[src/rtl/led_rx_if.sv]
// rtl/led_rx_if.sv - decoded pixel output port (valid/ready) of the LED stream decoder
interface led_rx_if #(
   parameter int PIXEL_BITS = 24
);
   logic [PIXEL_BITS-1:0] PIXEL_DATA;
   logic                  PIXEL_VALID;
   logic                  PIXEL_READY;

   modport master (
      output PIXEL_DATA,
      output PIXEL_VALID,
      input  PIXEL_READY
   );

   modport slave (
      input  PIXEL_DATA,
      input  PIXEL_VALID,
      output PIXEL_READY
   );
endinterface

[src/rtl/led_rx.sv]
// rtl/led_rx.sv - single-wire LED pixel-stream decoder: pulse-width bit decode, word assembly, EOF and error flags
module led_rx #(
   parameter int PIXEL_BITS = 24
) (
   input  logic        CLK,
   input  logic        RST,
   input  logic        ENABLE,
   input  logic        CLEAR,
   input  logic        LED_IN,
   input  logic [7:0]  BIT_THRESH,
   input  logic [7:0]  RESET_THRESH,
   led_rx_if.master    pix,
   output logic        EOF,
   output logic [15:0] PIXEL_COUNT,
   output logic        OVERFLOW,
   output logic        PARTIAL,
   output logic        STUCK
);
   localparam int CW = $clog2(PIXEL_BITS + 1);

   typedef enum logic [1:0] {S_IDLE, S_HIGH, S_LOW, S_ERR} state_t;

   state_t                state_q, state_d;
   logic                  s1_q, s1_d, s2_q, s2_d, s3_q, s3_d;
   logic [7:0]            high_cnt_q, high_cnt_d;
   logic [11:0]           low_cnt_q, low_cnt_d;
   logic [PIXEL_BITS-1:0] shreg_q, shreg_d;
   logic [CW-1:0]         bit_cnt_q, bit_cnt_d;
   logic                  got_bit_q, got_bit_d;
   logic                  done_q, done_d;
   logic [PIXEL_BITS-1:0] word_q, word_d;
   logic [PIXEL_BITS-1:0] data_q, data_d;
   logic                  valid_q, valid_d;
   logic                  eof_q, eof_d;
   logic [15:0]           count_q, count_d;
   logic                  ovf_q, ovf_d;
   logic                  partial_q, partial_d;
   logic                  stuck_q, stuck_d;

   logic                  rise, fall, reset_hit, bit_val;
   logic [PIXEL_BITS-1:0] shifted;

   always_ff @(posedge CLK) begin
      if (RST) begin
         state_q    <= S_IDLE;
         s1_q       <= 1'b0;
         s2_q       <= 1'b0;
         s3_q       <= 1'b0;
         high_cnt_q <= '0;
         low_cnt_q  <= '0;
         shreg_q    <= '0;
         bit_cnt_q  <= '0;
         got_bit_q  <= 1'b0;
         done_q     <= 1'b0;
         word_q     <= '0;
         data_q     <= '0;
         valid_q    <= 1'b0;
         eof_q      <= 1'b0;
         count_q    <= '0;
         ovf_q      <= 1'b0;
         partial_q  <= 1'b0;
         stuck_q    <= 1'b0;
      end else begin
         state_q    <= state_d;
         s1_q       <= s1_d;
         s2_q       <= s2_d;
         s3_q       <= s3_d;
         high_cnt_q <= high_cnt_d;
         low_cnt_q  <= low_cnt_d;
         shreg_q    <= shreg_d;
         bit_cnt_q  <= bit_cnt_d;
         got_bit_q  <= got_bit_d;
         done_q     <= done_d;
         word_q     <= word_d;
         data_q     <= data_d;
         valid_q    <= valid_d;
         eof_q      <= eof_d;
         count_q    <= count_d;
         ovf_q      <= ovf_d;
         partial_q  <= partial_d;
         stuck_q    <= stuck_d;
      end
   end

   always_comb begin
      s1_d       = LED_IN;
      s2_d       = s1_q;
      s3_d       = s2_q;
      state_d    = state_q;
      high_cnt_d = high_cnt_q;
      low_cnt_d  = low_cnt_q;
      shreg_d    = shreg_q;
      bit_cnt_d  = bit_cnt_q;
      got_bit_d  = got_bit_q;
      done_d     = 1'b0;
      word_d     = word_q;
      data_d     = data_q;
      valid_d    = valid_q;
      eof_d      = 1'b0;
      count_d    = count_q;
      ovf_d      = ovf_q;
      partial_d  = partial_q;
      stuck_d    = stuck_q;

      rise      = s2_q & ~s3_q;
      fall      = ~s2_q & s3_q;
      reset_hit = (RESET_THRESH != 8'd0) && (low_cnt_q == {RESET_THRESH, 4'h0});
      bit_val   = high_cnt_q > BIT_THRESH;
      shifted   = {shreg_q[PIXEL_BITS-2:0], bit_val};

      // Clears go first so a same-cycle set event below wins.
      if (CLEAR) begin
         ovf_d     = 1'b0;
         partial_d = 1'b0;
         stuck_d   = 1'b0;
      end

      if (!ENABLE) begin
         state_d    = S_IDLE;
         high_cnt_d = '0;
         low_cnt_d  = '0;
         shreg_d    = '0;
         bit_cnt_d  = '0;
         got_bit_d  = 1'b0;
         valid_d    = 1'b0;
      end else begin
         if (rise)
            high_cnt_d = 8'd1;
         else if (s2_q && high_cnt_q != 8'hFF)
            high_cnt_d = high_cnt_q + 8'd1;

         if (fall)
            low_cnt_d = 12'd1;
         else if (!s2_q && low_cnt_q != 12'hFFF)
            low_cnt_d = low_cnt_q + 12'd1;

         // Completed words arrive one cycle after the shift; a full buffer drops them.
         if (valid_q && pix.PIXEL_READY)
            valid_d = 1'b0;
         if (done_q) begin
            if (valid_q && !pix.PIXEL_READY) begin
               ovf_d = 1'b1;
            end else begin
               data_d  = word_q;
               valid_d = 1'b1;
            end
         end

         unique case (state_q)
            S_IDLE: begin
               if (rise) begin
                  state_d = S_HIGH;
                  count_d = '0;
               end
            end
            S_HIGH: begin
               if (fall) begin
                  state_d   = S_LOW;
                  got_bit_d = 1'b1;
                  if (bit_cnt_q == CW'(PIXEL_BITS - 1)) begin
                     word_d    = shifted;
                     done_d    = 1'b1;
                     shreg_d   = '0;
                     bit_cnt_d = '0;
                     if (count_q != 16'hFFFF)
                        count_d = count_q + 16'd1;
                  end else begin
                     shreg_d   = shifted;
                     bit_cnt_d = bit_cnt_q + 1'b1;
                  end
               end else if (high_cnt_q == 8'hFF) begin
                  state_d   = S_ERR;
                  stuck_d   = 1'b1;
                  shreg_d   = '0;
                  bit_cnt_d = '0;
               end
            end
            S_LOW: begin
               if (rise) begin
                  state_d = S_HIGH;
               end else if (reset_hit) begin
                  state_d   = S_IDLE;
                  eof_d     = got_bit_q;
                  if (bit_cnt_q != '0)
                     partial_d = 1'b1;
                  shreg_d   = '0;
                  bit_cnt_d = '0;
                  got_bit_d = 1'b0;
               end
            end
            S_ERR: begin
               // low_cnt is only meaningful once the stuck pulse has actually fallen.
               if (!s2_q && !fall && reset_hit) begin
                  state_d   = S_IDLE;
                  got_bit_d = 1'b0;
               end
            end
            default: state_d = S_IDLE;
         endcase
      end
   end

   assign pix.PIXEL_DATA  = data_q;
   assign pix.PIXEL_VALID = valid_q;
   assign EOF             = eof_q;
   assign PIXEL_COUNT     = count_q;
   assign OVERFLOW        = ovf_q;
   assign PARTIAL         = partial_q;
   assign STUCK           = stuck_q;
endmodule

[src/flat_wrapper.sv]
// flat-port wrapper written by rule: the top's interface ports become plain ports
module led_rx_flat 
#(
   parameter int PIXEL_BITS = 24
)
  (CLK, RST, ENABLE, CLEAR, LED_IN, BIT_THRESH, RESET_THRESH, EOF, PIXEL_COUNT, OVERFLOW, PARTIAL, STUCK, pix_PIXEL_DATA, pix_PIXEL_VALID, pix_PIXEL_READY);
  led_rx_if #(.PIXEL_BITS(PIXEL_BITS)) pix_i ();
  input  logic CLK;
  input  logic RST;
  input  logic ENABLE;
  input  logic CLEAR;
  input  logic LED_IN;
  input  logic [7:0] BIT_THRESH;
  input  logic [7:0] RESET_THRESH;
  output logic EOF;
  output logic [15:0] PIXEL_COUNT;
  output logic OVERFLOW;
  output logic PARTIAL;
  output logic STUCK;
  output wire logic [$bits(pix_i.PIXEL_DATA)-1:0] pix_PIXEL_DATA;
  output wire logic [$bits(pix_i.PIXEL_VALID)-1:0] pix_PIXEL_VALID;
  input wire logic [$bits(pix_i.PIXEL_READY)-1:0] pix_PIXEL_READY;
  assign pix_PIXEL_DATA = pix_i.PIXEL_DATA;
  assign pix_PIXEL_VALID = pix_i.PIXEL_VALID;
  assign pix_i.PIXEL_READY = pix_PIXEL_READY;
  led_rx #(.PIXEL_BITS(PIXEL_BITS)) u_core (.CLK(CLK), .RST(RST), .ENABLE(ENABLE), .CLEAR(CLEAR), .LED_IN(LED_IN), .BIT_THRESH(BIT_THRESH), .RESET_THRESH(RESET_THRESH), .pix(pix_i), .EOF(EOF), .PIXEL_COUNT(PIXEL_COUNT), .OVERFLOW(OVERFLOW), .PARTIAL(PARTIAL), .STUCK(STUCK));
endmodule
[config.mk]
export PLATFORM = sky130hd
export DESIGN_NAME = led_rx_flat
export DESIGN_NICKNAME = d
export VERILOG_FILES = /design/src/rtl/led_rx_if.sv /design/src/rtl/led_rx.sv /design/src/flat_wrapper.sv
export SDC_FILE = /design/constraint.sdc
export NUM_CORES = 1
export LEC_CHECK = 0
export ABC_AREA = 1
export CORE_ASPECT_RATIO = 1.4
export CORE_MARGIN = 1
export CORE_UTILIZATION = 52
export DETAILED_ROUTE_END_ITERATION = 12
export HOLD_SLACK_MARGIN = 0.06
export MAX_ROUTING_LAYER = met4
export PLACE_DENSITY = 0.75
export SYNTH_ARGS = -nofsm -noshare
export SYNTH_HDL_FRONTEND = slang
export SYNTH_SLANG_ARGS = --single-unit
[constraint.sdc]
create_clock -name CLK -period 2.35 [get_ports CLK]
set_input_delay 0.47 -clock CLK [delete_from_list [all_inputs] [get_ports CLK]]
set_output_delay 0.47 -clock CLK [all_outputs]
set_load 0.03 [all_outputs]
==> results.py <==
metrics = {
    "power": {
        "ir_worst_vdd_mv": 0.539,
        "cellPowerDensity_nw_per_um2": 683,
        "totalPowerFinal_w": 0.00489,
        "leakage_nw": 2.83,
    },
    "timing": {
        "fin_hold_ws_ns": 0.405,
        "timing.final.setup_violations": 0,
        "finalClockSkew_ns": 0.00707,
        "grt_setup_unrepaired": "false",
        "final.period_utilization_pct": 88.4,
        "totalNegativeSetupSlack_ns": 0,
        "finalHoldViolCount": 0,
        "drv_slew": 0,
        "slew_headroom_pct": 60.2,
        "worstMarginPinSlew_ns": 0.597,
        "timing.final.crit_period_ns": 2.08,
        "timing.fmax_mhz": 481,
    },
    "logic_synthesis": {
        "syn_inst": 808,
        "synth_area_um2": 5830,
        "post_synth_mux_area_share_pct": 0,
        "most_area_hungry_cell_type_in_the_yosys_netlist": "sky130_fd_sc_hd__dfxtp_1",
        "synthSimpleGateAreaFrac_pct": 29.6,
        "synth_seq_cells": 124,
        "synth-xor-area-share_pct": 3.61,
        "synth_nets": 849,
        "synth.area.top_cells": "sky130_fd_sc_hd__dfxtp_1 43%, sky130_fd_sc_hd__nor2_1 10%, sky130_fd_sc_hd__nand2_1 9.3%",
        "mapped_avg_cell_area_um2": 7.21,
        "synthAdderAreaFrac_pct": 4.08,
        "synth_compound_gate_area_share_pct": 12.3,
        "synthDominantCellAreaShare_pct": 42.6,
        "synth.yosys.warnings": 0,
        "synth_top_family_by_area": "simple AND/OR/NAND/NOR gates",
        "sequential_element_share_of_the_synthesized_area_pct": 42.6,
        "synth_cell_types": 39,
    },
    "worst_setup_path": {
        "timing.critical_path.max_delay_family": "buffers and inverters",
        "r2r.worst_path.cells": 11,
        "critical_path_buf_inv_count": 1,
        "critical_path_arrival_ns": 1.61,
        "timing.critical_path.to_type": "output pin",
        "critPathLaunch": "u_core.PIXEL_COUNT[6]",
        "crit_fanout": 6,
        "crit_path_cell_trace": "clkdlybuf4s50_1",
        "cp-start-kind": "flop",
        "max_stage_delay_ns": 0.73,
        "cp.required_ns": 1.88,
        "r2r-end": "u_core.bit_cnt_q[0]",
        "criticalPathCategory": "reg2out",
        "regToRegSetupSlack_ns": 0.31,
        "r2r-start": "u_core.state_q[1]",
        "cell_with_the_biggest_individual_delay_on_the_critical_path": "sky130_fd_sc_hd__clkdlybuf4s50_1",
    },
    "floorplanning": {
        "ios": 67,
        "chipWidth_um": 91.5,
        "initial_utilization_pct": 53.6,
        "core_region_area_um2": 10900,
        "fp.dieH_um": 127,
        "core.rowCount": 45,
        "die-area_um2": 11600,
    },
    "clock_network": {
        "clk_buf_depth": 2,
        "tritoncts.num_buffers": 17,
        "post-cts-setup-buffers": 0,
        "tritoncts": "done",
        "insertion_delay_ns": 0.42,
        "worst_setup_hold_path_clk_slew_ns": 0.06,
        "cts_root_buf": "sky130_fd_sc_hd__clkbuf_16",
        "cts_hold_buffers": 0,
        "tritoncts_num_sinks": 124,
        "htree_levels": 4,
        "postCtsResizedCells": 0,
    },
    "grt": {
        "grt.overflow.total": 0,
        "grt_use_total_pct": 24.9,
        "grt_first_pass_wirelength_mm": 22.6,
        "grt_start_max_net_pins": 46,
        "grt_pass1_vias": 5180,
        "initial_antenna_violation_count": 0,
    },
    "worst_hold_path": {
        "hold_path_startpoint": "u_core.s1_q",
        "worst_hold_path.endpoint": "u_core.s2_q",
        "min_path_type": "reg2reg",
        "hold_depth": 2,
    },
    "detailed_routing": {
        "wl_per_cell_um": 13.3,
        "drt_first_pass_iters": 6,
        "drtIter0Drc": 314,
        "detailroute.via_count": 5441,
        "drc": 0,
        "final_antenna_net_count": 0,
        "viasPerCell": 5.29,
        "totalWireLength_mm": 13.6,
    },
    "placement": {
        "place.detailed.instances": 997,
        "placer_congestion": 0.885,
        "io_buffers": 66,
        "place_hpwl_mm": 9.61,
    },
    "finish": {
        "final_layout_size_suffix_gt1_share_pct": 10.4,
        "syn_to_layout_area_delta_pct": 22.8,
        "finalNonFillerCells": 1029,
        "antenna_cells_inserted": 0,
        "num-nets-final": 916,
        "layout.core_utilization_pct": 65.9,
    },
    "status": {
        "outcome": "completed",
    },
    "job": {
        "max-cap-violations": 0,
    },
}
layout make-up:
| class | instances | area (µm²) |
|---|---|---|
| Multi-Input combinational cell | 580 | 2890 |
| Inverter | 74 | 285 |
| Tap cell | 141 | 176 |
| Timing Repair Buffer | 78 | 751 |
| Fill cell | 910 | 3710 |
| Clock inverter | 14 | 135 |
| Clock buffer | 18 | 439 |
| Sequential cell | 124 | 2480 |
flip-flops by register name (all words and copies together), names as in the netlist:
name / count
u_core.bit_cnt_q: 5
u_core.STUCK: 1
u_core.s3_q: 1
u_core.s2_q: 1
u_core.OVERFLOW: 1
u_core.state_q: 2
u_core.high_cnt_q: 8
u_core.low_cnt_q: 12
u_core.shreg_q: 23
u_core.PARTIAL: 1
u_core.s1_q: 1
u_core.pix.PIXEL_DATA: 24
u_core.pix.PIXEL_VALID: 1
u_core.EOF: 1
u_core.PIXEL_COUNT: 16
u_core.done_q: 1
u_core.got_bit_q: 1
u_core.word_q: 24
cells in the mapped netlist (all sizes together):
| cell | count |
|---|---|
| nor2 | 172 |
| nand2 | 152 |
| dfxtp | 124 |
| inv | 72 |
| a21oi | 67 |
| o21ai | 59 |
| nand3 | 54 |
| ha | 19 |
| xor2 | 17 |
| clkbuf | 16 |
| buf | 14 |
| nand4 | 12 |
| nor3 | 7 |
| xnor2 | 7 |
| a211oi | 4 |
| nor3b | 3 |
| and3 | 2 |
| clkinv | 2 |
| nor4 | 2 |
| a31oi | 1 |
| a32oi | 1 |
| o2111ai | 1 |
logic make-up after synthesis:
logic type	Yosys count
AOI/OAI and AO/OA	133
DFF	124
adders and majority gates	19
buffers and inverters	104
xor gates and xnor gates	24
and+or+nand+nor	404
how the worst max path moves through the flow:
stage | slack, ns | endpoint | depth (start not counted)
floorplan | 0.45 | u_core.PIXEL_COUNT[10] | 11
global placement | 0.18 | u_core.bit_cnt_q[4] | 13
detailed placement | 0.03 | u_core.bit_cnt_q[3] | 14
CTS | 0.27 | PIXEL_COUNT[6] | 1
global route | 0.10 | u_core.bit_cnt_q[0] | 11
finish | 0.27 | PIXEL_COUNT[6] | 1
power by group:
group	internal (W)	switching (W)
combinational	0.0000973	0.000180
clock	0.00150	0.000993
sequential	0.00211	0.00000888
tightest hold or removal path, cell delays in order (launching register included):
cell and delay (ns):
sky130_fd_sc_hd__dfxtp_1 0.29, sky130_fd_sc_hd__inv_1 0.04, sky130_fd_sc_hd__nor2_1 0.03
metrics by stage:
stage                     cell area (µm²)  setup slack (ns)
after floorplan                      5830             0.453
after global placement               6580             0.179
after detailed placement             6580            0.0271
after CTS                            7160             0.265
after global routing                 7160             0.101
final                                7160             0.272
layout by cell type, fill, tap and decap left out, drive strengths merged, types with 6 or more instances in the layout:
cell type / instances
clkdlybuf4s50: 66
clkinv: 6
nand2: 152
buf: 12
xnor2: 7
nand3: 54
o21ai: 59
xor2: 17
clkbuf: 18
inv: 77
nand4: 12
nor2: 172
nor3: 7
ha: 19
a21oi: 67
dfxtp: 124
per-layer routing:
layer / vias to the layer above / global-route usage (%) / share of wire (%) / wire length [µm]
met2: 107 / 44.3 / 52 / 7070
met4: 0 / 9.52 / 2.4 / 329
met1: 2568 / 26.6 / 42 / 5760
met3: 32 / 6.01 / 3.5 / 480
met5: - / - / 0 / 0
li1: 2734 / - / - / -
No activity file was read; power rests on OpenSTA's default activity.
